<file path="config.mk">
export PLATFORM = sky130hd
export DESIGN_NAME = regfile_dump_tx
export DESIGN_NICKNAME = d
export VERILOG_FILES = /design/src/rtl/regfile_dump_tx.sv
export SDC_FILE = /design/constraint.sdc
export NUM_CORES = 1
export LEC_CHECK = 0
export CAP_MARGIN = 10
export CORE_MARGIN = 3
export CORE_UTILIZATION = 60
export CTS_BUF_LIST = sky130_fd_sc_hd__clkbuf_4 sky130_fd_sc_hd__clkbuf_8
export DETAILED_ROUTE_END_ITERATION = 6
export DONT_BUFFER_PORTS = 1
export PLACE_DENSITY = 0.79
export SYNTH_ARGS = -nofsm -noshare
export SYNTH_HDL_FRONTEND = slang
export SYNTH_SLANG_ARGS = --single-unit
</file>
<file path="constraint.sdc">
create_clock -name clk -period 8.7 [get_ports clk]
set_input_delay 2.61 -clock clk [delete_from_list [all_inputs] [get_ports clk]]
set_output_delay 2.61 -clock clk [all_outputs]
set_load 0.005 [all_outputs]
</file>
<file path="src/rtl/regfile_dump_tx.sv">
// Purpose: on a start pulse, read every CPU register through a synchronous read port and
//          transmit it over an 8N1 UART line as "ii:hhhhhhhh\r\n" (13 bytes per register).
// Latency: first start bit 3 cycles after start; line period 130*CLKS_PER_BIT+3 cycles.
// Backpressure: none; start is ignored while busy (and in the done cycle), never queued.
// Ports: clk, reset (sync, active-high), start; reg_addr/reg_data = register read port
//        (data valid one cycle after address); uart_tx = serial out; busy, done = status.
module regfile_dump_tx #(
    parameter int CLKS_PER_BIT = 434,
    parameter int NUM_REGS     = 32
) (
    input  logic        clk,
    input  logic        reset,
    input  logic        start,
    output logic [4:0]  reg_addr,
    input  logic [31:0] reg_data,
    output logic        uart_tx,
    output logic        busy,
    output logic        done
);

    localparam int             CW       = $clog2(CLKS_PER_BIT);
    localparam logic [CW-1:0]  CLK_LAST = CW'(CLKS_PER_BIT - 1);
    localparam logic [4:0]     REG_LAST = 5'(NUM_REGS - 1);

    typedef enum logic [2:0] {
        S_IDLE,
        S_ADDR,
        S_WAIT,
        S_LATCH,
        S_SEND,
        S_FIN
    } state_t;

    state_t state, state_nxt;

    logic [CW-1:0] clk_cnt;
    logic [3:0]    bit_cnt;     // 0 = start bit, 1..8 = data, 9 = stop
    logic [3:0]    char_idx;    // 0..12 within the line
    logic [4:0]    reg_idx;
    logic [31:0]   hold;        // snapshot of the register being printed

    logic bit_end, byte_end, last_char, last_reg;

    assign bit_end   = (clk_cnt == CLK_LAST);
    assign byte_end  = bit_end && (bit_cnt == 4'd9);
    assign last_char = (char_idx == 4'd12);
    assign last_reg  = (reg_idx == REG_LAST);

    // ---------------------------------------------------------------
    // Character generation for the current char_idx
    // ---------------------------------------------------------------
    logic [1:0] tens;
    logic [3:0] ones;
    logic [3:0] nib_shift;
    logic [3:0] nib;
    logic [7:0] hex_chr;
    logic [7:0] char_byte;

    always_comb begin
        tens = 2'd0;
        ones = 4'(reg_idx);
        // Decimal split by range compare: index never exceeds 31.
        if (reg_idx >= 5'd30) begin
            tens = 2'd3;
            ones = 4'(reg_idx - 5'd30);
        end else if (reg_idx >= 5'd20) begin
            tens = 2'd2;
            ones = 4'(reg_idx - 5'd20);
        end else if (reg_idx >= 5'd10) begin
            tens = 2'd1;
            ones = 4'(reg_idx - 5'd10);
        end

        // Chars 3..10 are nibbles 7..0 (MSB first).
        nib_shift = 4'd10 - char_idx;
        nib       = 4'(hold >> {nib_shift[2:0], 2'b00});
        hex_chr   = (nib < 4'd10) ? (8'h30 + {4'd0, nib}) : (8'h57 + {4'd0, nib});

        case (char_idx)
            4'd0:    char_byte = 8'h30 + {6'd0, tens};
            4'd1:    char_byte = 8'h30 + {4'd0, ones};
            4'd2:    char_byte = 8'h3A;
            4'd11:   char_byte = 8'h0D;
            4'd12:   char_byte = 8'h0A;
            default: char_byte = hex_chr;
        endcase
    end

    // ---------------------------------------------------------------
    // FSM
    // ---------------------------------------------------------------
    always_ff @(posedge clk) begin
        if (reset) begin
            state <= S_IDLE;
        end else begin
            state <= state_nxt;
        end
    end

    always_comb begin
        state_nxt = state;
        busy      = 1'b1;
        done      = 1'b0;
        case (state)
            S_IDLE: begin
                busy = 1'b0;
                if (start) begin
                    state_nxt = S_ADDR;
                end
            end
            S_ADDR:  state_nxt = S_WAIT;
            S_WAIT:  state_nxt = S_LATCH;
            S_LATCH: state_nxt = S_SEND;
            S_SEND: begin
                if (byte_end && last_char) begin
                    state_nxt = last_reg ? S_FIN : S_ADDR;
                end
            end
            S_FIN: begin
                // busy drops on the same edge that raises done; start here is ignored
                busy      = 1'b0;
                done      = 1'b1;
                state_nxt = S_IDLE;
            end
            default: begin
                busy      = 1'b0;
                state_nxt = S_IDLE;
            end
        endcase
    end

    // ---------------------------------------------------------------
    // Datapath: address, snapshot, bit/char counters, serial output
    // ---------------------------------------------------------------
    always_ff @(posedge clk) begin
        if (reset) begin
            uart_tx  <= 1'b1;
            reg_addr <= 5'd0;
            reg_idx  <= 5'd0;
            clk_cnt  <= '0;
            bit_cnt  <= 4'd0;
            char_idx <= 4'd0;
            hold     <= 32'd0;
        end else begin
            case (state)
                S_IDLE: begin
                    if (start) begin
                        reg_idx <= 5'd0;
                    end
                end
                S_ADDR: begin
                    reg_addr <= reg_idx;
                end
                S_LATCH: begin
                    hold     <= reg_data;
                    char_idx <= 4'd0;
                    clk_cnt  <= '0;
                    bit_cnt  <= 4'd0;
                    uart_tx  <= 1'b0;   // first start bit of the line
                end
                S_SEND: begin
                    if (bit_end) begin
                        clk_cnt <= '0;
                        if (bit_cnt == 4'd9) begin
                            bit_cnt <= 4'd0;
                            if (!last_char) begin
                                // next byte of the line follows with no idle gap
                                char_idx <= char_idx + 4'd1;
                                uart_tx  <= 1'b0;
                            end else begin
                                uart_tx <= 1'b1;
                                if (!last_reg) begin
                                    reg_idx <= reg_idx + 5'd1;
                                end
                            end
                        end else begin
                            // bit_cnt k ending -> data bit k next, or stop after bit 7
                            bit_cnt <= bit_cnt + 4'd1;
                            uart_tx <= (bit_cnt == 4'd8) ? 1'b1 : char_byte[bit_cnt[2:0]];
                        end
                    end else begin
                        clk_cnt <= clk_cnt + CW'(1);
                    end
                end
                default: begin
                    uart_tx <= 1'b1;
                end
            endcase
        end
    end

endmodule

</file>
==> impl_metrics.yaml, run 1 <==
job:
  cap_viol_max_count: 0
worst_setup_path:
  crit_path_start: "state[2]$_SDFFE_PP0P_"
  crit_path_end_kind: "output pin"
  required_ps: 6090
  startpoint_type: "register"
  critPathBufInv: 0
  r2r-start: "char_idx[0]$_SDFFE_PP0P_"
  slowest_stage: "dfxtp_1"
  crit_fanout: 18
  reg2reg_slack_ps: 5170
  crit_type: "register to output pin"
  slowest_delay_ps: 670
  critical-path-top-delay-family: "flip-flops"
  worstPathCellList: "nor3b_1"
  cp.arrival_ps: 1320
clock_network:
  cts_post_setup_buffers_inserted: 0
  clock-sinks: 63
  cts_buffer_depth: 2
  cts_resized: 0
  cts-htree-levels: 3
  cts_tree: "built"
  cts_made_buffers: 9
  clk_pin_slew_worst_paths_ps: 80
  hold_buffers: 0
  insertion_delay_ps: 340
  cts-root-buf: "clkbuf_8"
sta:
  max_freq_mhz: 255
  rsz0062_at_grt: "false"
  finalCritPeriodShare_pct: 45.1
  slew_headroom_pct: 39.0
  final_hold_viol_count: 0
  clock_skew_ps: 9.96
  tns_ps: 0
  setup_viol: 0
  slew_violations: 0
  worst_slew_pin_slew_ps: 908
  period_needed_ps: 3930
yosys:
  synth_top_family_by_area: "simple AND/OR/NAND/NOR gates"
  synthMuxAreaShare_pct: 11.7
  yosysUniqueCellTypes: 63
  synthFlopType: "dfxtp_1"
  postSynthCellCount: 448
  synthXorXnorAreaFrac_pct: 1.39
  yosys_warnings: 0
  yosys.area_share.simple_pct: 22.2
  ys_ff_latch: 63
  ys_top_cells_by_count: "nand2_1 (84), dfxtp_1 (63), a21oi_1 (60), nor2_1 (39), clkbuf_1 (23)"
  yosys-top-cells-area: "dfxtp_1 (34%), nand2_1 (8.6%), a21oi_1 (8.2%), mux2i_1 (6.0%), ha_1 (5.1%)"
  yosysSeqAreaShare_pct: 34.3
  syn-num-nets: 498
  synthAdderAreaFrac_pct: 5.10
  syn_area_mm2: 0.00368
  synth_edf_count: 0
  async_flop_share_pct: 0
  synth_top_area_share_pct: 34.3
  synth_compound_area_share_pct: 20.0
  synth_most_common_cell: "nand2_1"
  syn_area_per_cell_um2: 8.21
  synth_top_area_cell: "dfxtp_1"
place:
  port_buffers: 0
  gp_congestion: 0.873
  place_inst: 492
  hpwl_mm: 5.50
pwr:
  powerDensity_mw_per_mm2: 160
  leakage_nw: 1.24
  ir_worst_vdd_mv: 0.0994
  power_mw: 0.614
floorplan:
  dieWidth_um: 84.3
  die-height_um: 84.3
  rows: 27
  die_area_mm2: 0.00711
  ios: 43
  coreArea_mm2: 0.00571
  start_util_pct: 64.5
detailed_routing:
  initialDrtViolationCount: 119
  first_pass_iters: 5
  antenna_left: 0
  vias: 3059
  drc: 0
  avgRoutedWirePerCell_um: 15.2
  routed_wl_mm: 7.73
  via_per_inst: 6.02
worst_hold_path:
  hold_path_class: "register to register"
  worstHoldStart: "hold[6]$_SDFFE_PP0P_"
global_routing:
  antenna_found_initial: 0
  grt_pass1_vias: 2861
  overflow: 0
  grt_max_degree: 63
  grt_usage_pct: 22.7
  grt_pass1_wl_mm: 13.2
layout:
  instances_no_fill: 508
  post-route-util_pct: 67.2
  diodes: 0
  fin_nets: 481
  syn2layout_area_growth_pct: 4.32
  drive_gt1_share_pct: 10.1
run_status:
  outcome: "complete, no violations"
==> placed cells by master, fill, tap and decap left out, types with 5 or more instances in the layout <==
master | netlist | routed
mux2i_1 | 22 | 22
clkbuf_8 | 0 | 9
nand3_1 | 5 | 5
inv_1 | 14 | 14
and3_1 | 6 | 6
o21ai_1 | 6 | 6
o21ai_0 | 14 | 14
mux2_2 | 6 | 6
a21oi_1 | 60 | 60
ha_1 | 15 | 15
nand2_1 | 84 | 84
nor3b_1 | 8 | 8
nor2_1 | 39 | 38
dfxtp_1 | 63 | 63
nor2b_1 | 5 | 5
==> flip-flops by register name, summed over array words and instances (netlist names) <==
signal    flops
reg_addr      5
uart_tx       1
clk_cnt       9
bit_cnt       4
char_idx      4
reg_idx       5
hold         32
state         3
==> cell families after synthesis <==
kind of cell	after synthesis
AND/OR/NAND/NOR	173
AO/OA/AOI/OAI	114
flip-flops	63
buffers and inverters	44
multiplexers	34
adder cells (fa/ha/maj)	15
XOR/XNOR	5
==> power by group <==
| group | switching [mW] | total (mW) | internal (mW) |
|---|---|---|---|
| clock network | 0.118 | 0.251 | 0.132 |
| registers | 0.0106 | 0.309 | 0.299 |
| logic | 0.0314 | 0.0534 | 0.0220 |
| total | 0.160 | 0.614 | 0.453 |
==> worst paths after layout <==
check             depth (start not counted)                    to
setup / recovery                          1                  done
hold / removal                            2  hold[6]$_SDFFE_PP0P_
setup reg to reg                         10  uart_tx$_SDFFE_PP1P_
hold reg to reg                           2  hold[6]$_SDFFE_PP0P_
==> area by class of cell <==
cell class	count	area [um^2]
Sequential cell	63	1260
Clock buffer	9	124
Clock inverter	7	72.6
Fill cell	484	1870
Tap cell	72	90.1
Multi-Input combinational cell	341	2230
Inverter	15	56.3
Timing Repair Buffer	1	7.51
==> through the flow <==
step / instance area (um^2) / hold slack, ps / worst slack (ps)
after floorplan: 3680 / 432 / 5190
after global placement: 3640 / 436 / 5160
after detailed placement: 3640 / 442 / 5140
after CTS: 3840 / 452 / 4760
after global routing: 3840 / 465 / 4680
final: 3840 / 453 / 4770
==> per-layer routing <==
metal	part of all wire (%)	wire length [um]	track usage (%)	vias up
met5	0	0	0	-
li1	-	-	-	1551
met3	5.3	408	4.32	11
met4	1.4	110	8.33	0
met1	47	3650	32.2	1425
met2	46	3570	34.3	72
Note: power is estimated with default switching activity, not from simulation.
==> inputs of run 2 (changes only) <==
==> constraint.sdc (replaced) <==
create_clock -name clk -period 3.9 [get_ports clk]
set_input_delay 1.17 -clock clk [delete_from_list [all_inputs] [get_ports clk]]
set_output_delay 1.17 -clock clk [all_outputs]
set_load 0.005 [all_outputs]
==> impl_metrics.yaml, run 2 (synthesized netlist as in run 1, its figures left out) <==
sta:
  slew_violations: 0
  setup_viol: 0
  clock_skew_ps: 6.63
  finalCritPeriodShare_pct: 83.8
  rsz0062_at_grt: "false"
  worst_slew_pin_slew_ps: 905
  final_hold_viol_count: 0
  tns_ps: 0
  slew_headroom_pct: 39.2
  setup_slack_ps: 630
  max_freq_mhz: 306
  period_needed_ps: 3270
layout:
  fin_nets: 483
  top_register: "hold"
  largest_reg_flops: 32
  syn2layout_area_growth_pct: 4.73
  layout_common_cells: "nand2_1 (84), dfxtp_1 (63), a21oi_1 (60)"
  layout_commonest_cell: "nand2_1"
  drive_gt1_share_pct: 10.5
  largestRegisters: "hold (32), clk_cnt (9)"
  diodes: 0
  post-route-util_pct: 67.5
clock_network:
  insertion_delay_ps: 350
  cts_made_buffers: 9
  clock-sinks: 63
  cts_buffer_depth: 2
  cts-htree-levels: 3
  cts_resized: 0
  cts_post_setup_buffers_inserted: 0
  hold_buffers: 0
  cts_tree: "built"
  clk_pin_slew_worst_paths_ps: 80
  cts-root-buf: "clkbuf_8"
global_routing:
  antenna_found_initial: 0
  grt_max_degree: 63
  grt_pass1_wl_mm: 13.8
  grt_pass1_vias: 3018
  grt_usage_pct: 23.9
  overflow: 0
detailed_routing:
  via_per_inst: 6.13
  first_pass_iters: 5
  wl_met1_mm: 3.59
  vias: 3127
  wl_met3_um: 571
  avgRoutedWirePerCell_um: 16.1
  route.met2.wl_mm: 3.83
  drc: 0
  top_layer_used: "met4"
  antenna_left: 0
  routed_wl_mm: 8.19
  initialDrtViolationCount: 224
worst_setup_path:
  crit_path_end_kind: "register"
  critPathBufInv: 2
  required_ps: 4110
  reg2reg_slack_ps: 630
  crit_fanout: 10
  path_common_cell: "ha_1"
  worstPathCellList: "inv_2 -> ha_1 -> buf_4 -> mux2i_1 -> mux4_2 -> ha_1 -> nand2_1 -> and3_1 -> o311ai_0 -> a41oi_2"
  slowest_delay_ps: 570
  critical-path-top-delay-family: "adder cells"
  crit_type: "register to register"
  slowest_stage: "ha_1"
  cp.arrival_ps: 3480
  startpoint_type: "register"
pwr:
  pwr-share-comb_pct: 8.7
  p_int_mw: 1.01
  swShare_pct: 26.9
  seqPwrFrac_pct: 50.1
  net-switching-power_mw: 0.372
  pwr-share-clk_pct: 41.3
  powerDensity_mw_per_mm2: 359
  leakage_nw: 1.26
  ir_worst_vdd_mv: 0.321
floorplan:
  start_util_pct: 64.5
  die-height_um: 84.3
  dieWidth_um: 84.3
  ios: 43
  coreArea_mm2: 0.00571
  die_area_mm2: 0.00711
  rows: 27
place:
  place_ws_ps: 640
  gp_congestion: 0.873
  port_buffers: 0
  hpwl_mm: 5.77
run_status:
  outcome: "complete, no violations"
job:
  cap_viol_max_count: 0
worst_hold_path:
  hold_path_class: "register to register"
==> run 2: changes by cell type in the layout (fill, tap and decap cells not counted), sizes merged <==
cell | previous run | this run
buf | 1 | 3
==> run 2: cell type report <==
cell class / count / area [um^2]
multi-input cells: 341 / 2230
fillers: 473 / 1860
flip-flops and latches: 63 / 1260
clock buffers: 9 / 124
well taps: 72 / 90.1
clock inverters: 7 / 72.6
inverters: 15 / 56.3
repair buffers: 3 / 22.5
==> run 2: power groups by stage <==
stage / Sequential (mW) / Combinational, mW / Clock (mW)
2_1_floorplan: 0.690 / 0.118 / 0
3_3_place_gp: 0.708 / 0.114 / 0
3_5_place_dp: 0.707 / 0.119 / 0
4_1_cts: 0.692 / 0.120 / 0.581
5_1_grt: 0.696 / 0.134 / 0.611
6_report: 0.693 / 0.120 / 0.571
==> run 2: path summary, 6_finish.rpt <==
check,start,to,cells past startpoint
worst max-delay path,char_idx[0]$_SDFFE_PP0P_,uart_tx$_SDFFE_PP1P_,10
worst min-delay path,hold[16]$_SDFFE_PP0P_,hold[16]$_SDFFE_PP0P_,2
worst max register to register,char_idx[0]$_SDFFE_PP0P_,uart_tx$_SDFFE_PP1P_,10
worst min register to register,hold[16]$_SDFFE_PP0P_,hold[16]$_SDFFE_PP0P_,2
==> run 2: routing by layer <==
layer / up-vias / track usage, %
met4: 0 / 11.1
met1: 1458 / 30.8
met3: 22 / 5.89
met2: 93 / 37.7
li1: 1554 / -
met5: - / 0
==> run 2: worst register-to-register path, delay by kind of cell, from the launching register on <==
family,cells,cell delay (ps)
DFF,1,450
buffers and inverters,2,390
adders and majority gates,2,870
and+or+nand+nor,2,200
AOI/OAI and AO/OA,2,620
muxes,2,620
==> run 2: per-stage QoR <==
| stage | instances | instance area (um^2) | hold slack (ps) | power (mW) |
|---|---|---|---|---|
| final | 510 | 3850 | 456 | 1.38 |
| after detailed placement | 494 | 3660 | 444 | 0.826 |
| after global routing | 510 | 3850 | 475 | 1.44 |
| after CTS | 510 | 3850 | 455 | 1.39 |
| after floorplan | 448 | 3680 | 432 | 0.808 |
| after global placement | 494 | 3660 | 434 | 0.822 |
==> inputs of run 3 (changes only) <==
--- a/config.mk
+++ b/config.mk
@@ -11,7 +11,7 @@
 export CTS_BUF_LIST = sky130_fd_sc_hd__clkbuf_4 sky130_fd_sc_hd__clkbuf_8
 export DETAILED_ROUTE_END_ITERATION = 6
 export DONT_BUFFER_PORTS = 1
-export PLACE_DENSITY = 0.79
+export PLACE_DENSITY = 0.82
 export SYNTH_ARGS = -nofsm -noshare
 export SYNTH_HDL_FRONTEND = slang
 export SYNTH_SLANG_ARGS = --single-unit
==> constraint.sdc (replaced) <==
create_clock -name clk -period 2.8 [get_ports clk]
set_input_delay 0.84 -clock clk [delete_from_list [all_inputs] [get_ports clk]]
set_output_delay 0.84 -clock clk [all_outputs]
set_load 0.005 [all_outputs]
==> impl_metrics.yaml, run 3 (synthesized netlist as in run 1, its figures left out) <==
run_status:
  outcome: "complete, no violations"
pwr:
  pwr-share-clk_pct: 39.0
  power_mw: 1.86
  ir_worst_vdd_mv: 0.434
  pwr-share-comb_pct: 9.2
  swShare_pct: 28.8
  net-switching-power_mw: 0.536
  leakage_nw: 1.28
  seqPwrFrac_pct: 51.8
  p_int_mw: 1.33
  powerDensity_mw_per_mm2: 475
sta:
  finalCritPeriodShare_pct: 94.4
  worst_slew_pin_slew_ps: 853
  max_freq_mhz: 378
  hold_ws_ps: 452
  slew_headroom_pct: 42.7
  period_needed_ps: 2640
  setup_viol: 0
  final_hold_viol_count: 0
  clock_skew_ps: 7.49
  rsz0062_at_grt: "false"
  slew_violations: 0
  tns_ps: 0
global_routing:
  grt_pass1_vias: 2857
  antenna_found_initial: 0
  grt_max_degree: 63
  grt_pass1_wl_mm: 13.6
  overflow: 0
  grt_usage_pct: 23.2
place:
  port_buffers: 0
  gp_congestion: 0.874
  hpwl_mm: 5.67
  place_inst: 501
  placed_cell_area_mm2: 0.00373
detailed_routing:
  initialDrtViolationCount: 185
  drc: 0
  avgRoutedWirePerCell_um: 15.4
  vias: 3142
  routed_wl_mm: 7.98
  antenna_left: 0
  first_pass_iters: 5
  via_per_inst: 6.07
job:
  cap_viol_max_count: 0
layout:
  layout_commonest_cell: "nand2_1"
  top_register: "hold"
  diodes: 0
  n_fill_cell: 450
  largest_reg_flops: 32
  layout_common_cells: "nand2_1 (84), dfxtp_1 (62), a21oi_1 (60)"
  syn2layout_area_growth_pct: 6.66
  fin_nets: 491
  drive_gt1_share_pct: 13.0
  largestRegisters: "hold (32), clk_cnt (9)"
  final_area_mm2: 0.00393
  instances_no_fill: 518
floorplan:
  rows: 27
  start_util_pct: 64.5
  die-height_um: 84.3
  die_area_mm2: 0.00711
  ios: 43
  dieWidth_um: 84.3
  coreArea_mm2: 0.00571
worst_setup_path:
  cp.arrival_ps: 2860
  crit_path_end_kind: "register"
  crit_fanout: 17
  crit_type: "register to register"
  startpoint_type: "register"
  required_ps: 3020
clock_network:
  cts-htree-levels: 3
  cts_buffer_depth: 2
  cts_tree: "built"
  cts_made_buffers: 9
  insertion_delay_ps: 350
  cts-root-buf: "clkbuf_8"
  clock-sinks: 63
  clk_pin_slew_worst_paths_ps: 80
worst_hold_path:
  hold_path_class: "register to register"
## run 3: cell count changes in the layout (fill, tap and decap cells not counted), sizes merged
| cell | delta |
|---|---|
| clkinv | -2 |
| clkinvlp | +2 |
| inv | +1 |
| buf | +8 |
| bufinv | -1 |
## run 3: routing by layer
layer	vias to the layer above	track usage (%)	part of all wire (%)
met3	11	6.38	5.3
met1	1472	32.6	47
met5	-	0	0
met2	95	35.4	46
li1	1564	-	-
met4	0	5.41	1.0
## run 3: critical path: stages (launching register included)
cell	delay, ps
dfxtp_2	340
inv_2	40
ha_1	350
buf_12	190
mux2i_1	130
mux4_2	470
ha_2	340
nand2_1	40
and3_1	170
o311ai_2	300
a41oi_2	140
## run 3: path summary, 6_finish.rpt
path	from	to	slack (ps)	depth (start not counted)
setup reg to reg	char_idx[0]$_SDFFE_PP0P_	uart_tx$_SDFFE_PP1P_	160	10
setup / recovery	char_idx[0]$_SDFFE_PP0P_	uart_tx$_SDFFE_PP1P_	160	10
hold / removal	hold[16]$_SDFFE_PP0P_	hold[16]$_SDFFE_PP0P_	450	2
hold reg to reg	hold[16]$_SDFFE_PP0P_	hold[16]$_SDFFE_PP0P_	450	2
## run 3: cell type report
class                           instances  area, um^2  share of cell area, %
Clock buffer                            9         124                   3.16
Tap cell                               72        90.1                   2.30
Multi-Input combinational cell        341        2240                   57.1
Sequential cell                        63        1260                   32.2
Inverter                               15        56.3                   1.43
Clock inverter                          7        56.3                   1.43
Timing Repair Buffer                   11        95.1                   2.42
## run 3: metrics by stage
step | utilization [%] | worst slack (ps)
final | 68.7 | 156
after global placement | 65.3 | 169
after detailed placement | 65.3 | 64.8
after CTS | 68.4 | 55.9
after floorplan | - | 36.9
after global routing | 68.7 | 2.84
## run 3: power groups by stage
stage | clock (mW) | combinational, mW | sequential (mW)
finish | 0.727 | 0.171 | 0.965
global route | 0.785 | 0.190 | 0.968
CTS | 0.737 | 0.170 | 0.964
detailed placement | 0 | 0.170 | 0.984
global placement | 0 | 0.164 | 0.985
floorplan | 0 | 0.165 | 0.961
## run 3: timing repair
| item | in CTS | in global routing |
|---|---|---|
| buffers inserted | 0 | 1 |
| hold buffers | 0 | 0 |
| gates resized for setup | 0 | 2 |
| setup endpoints to repair | 0 | 1 |
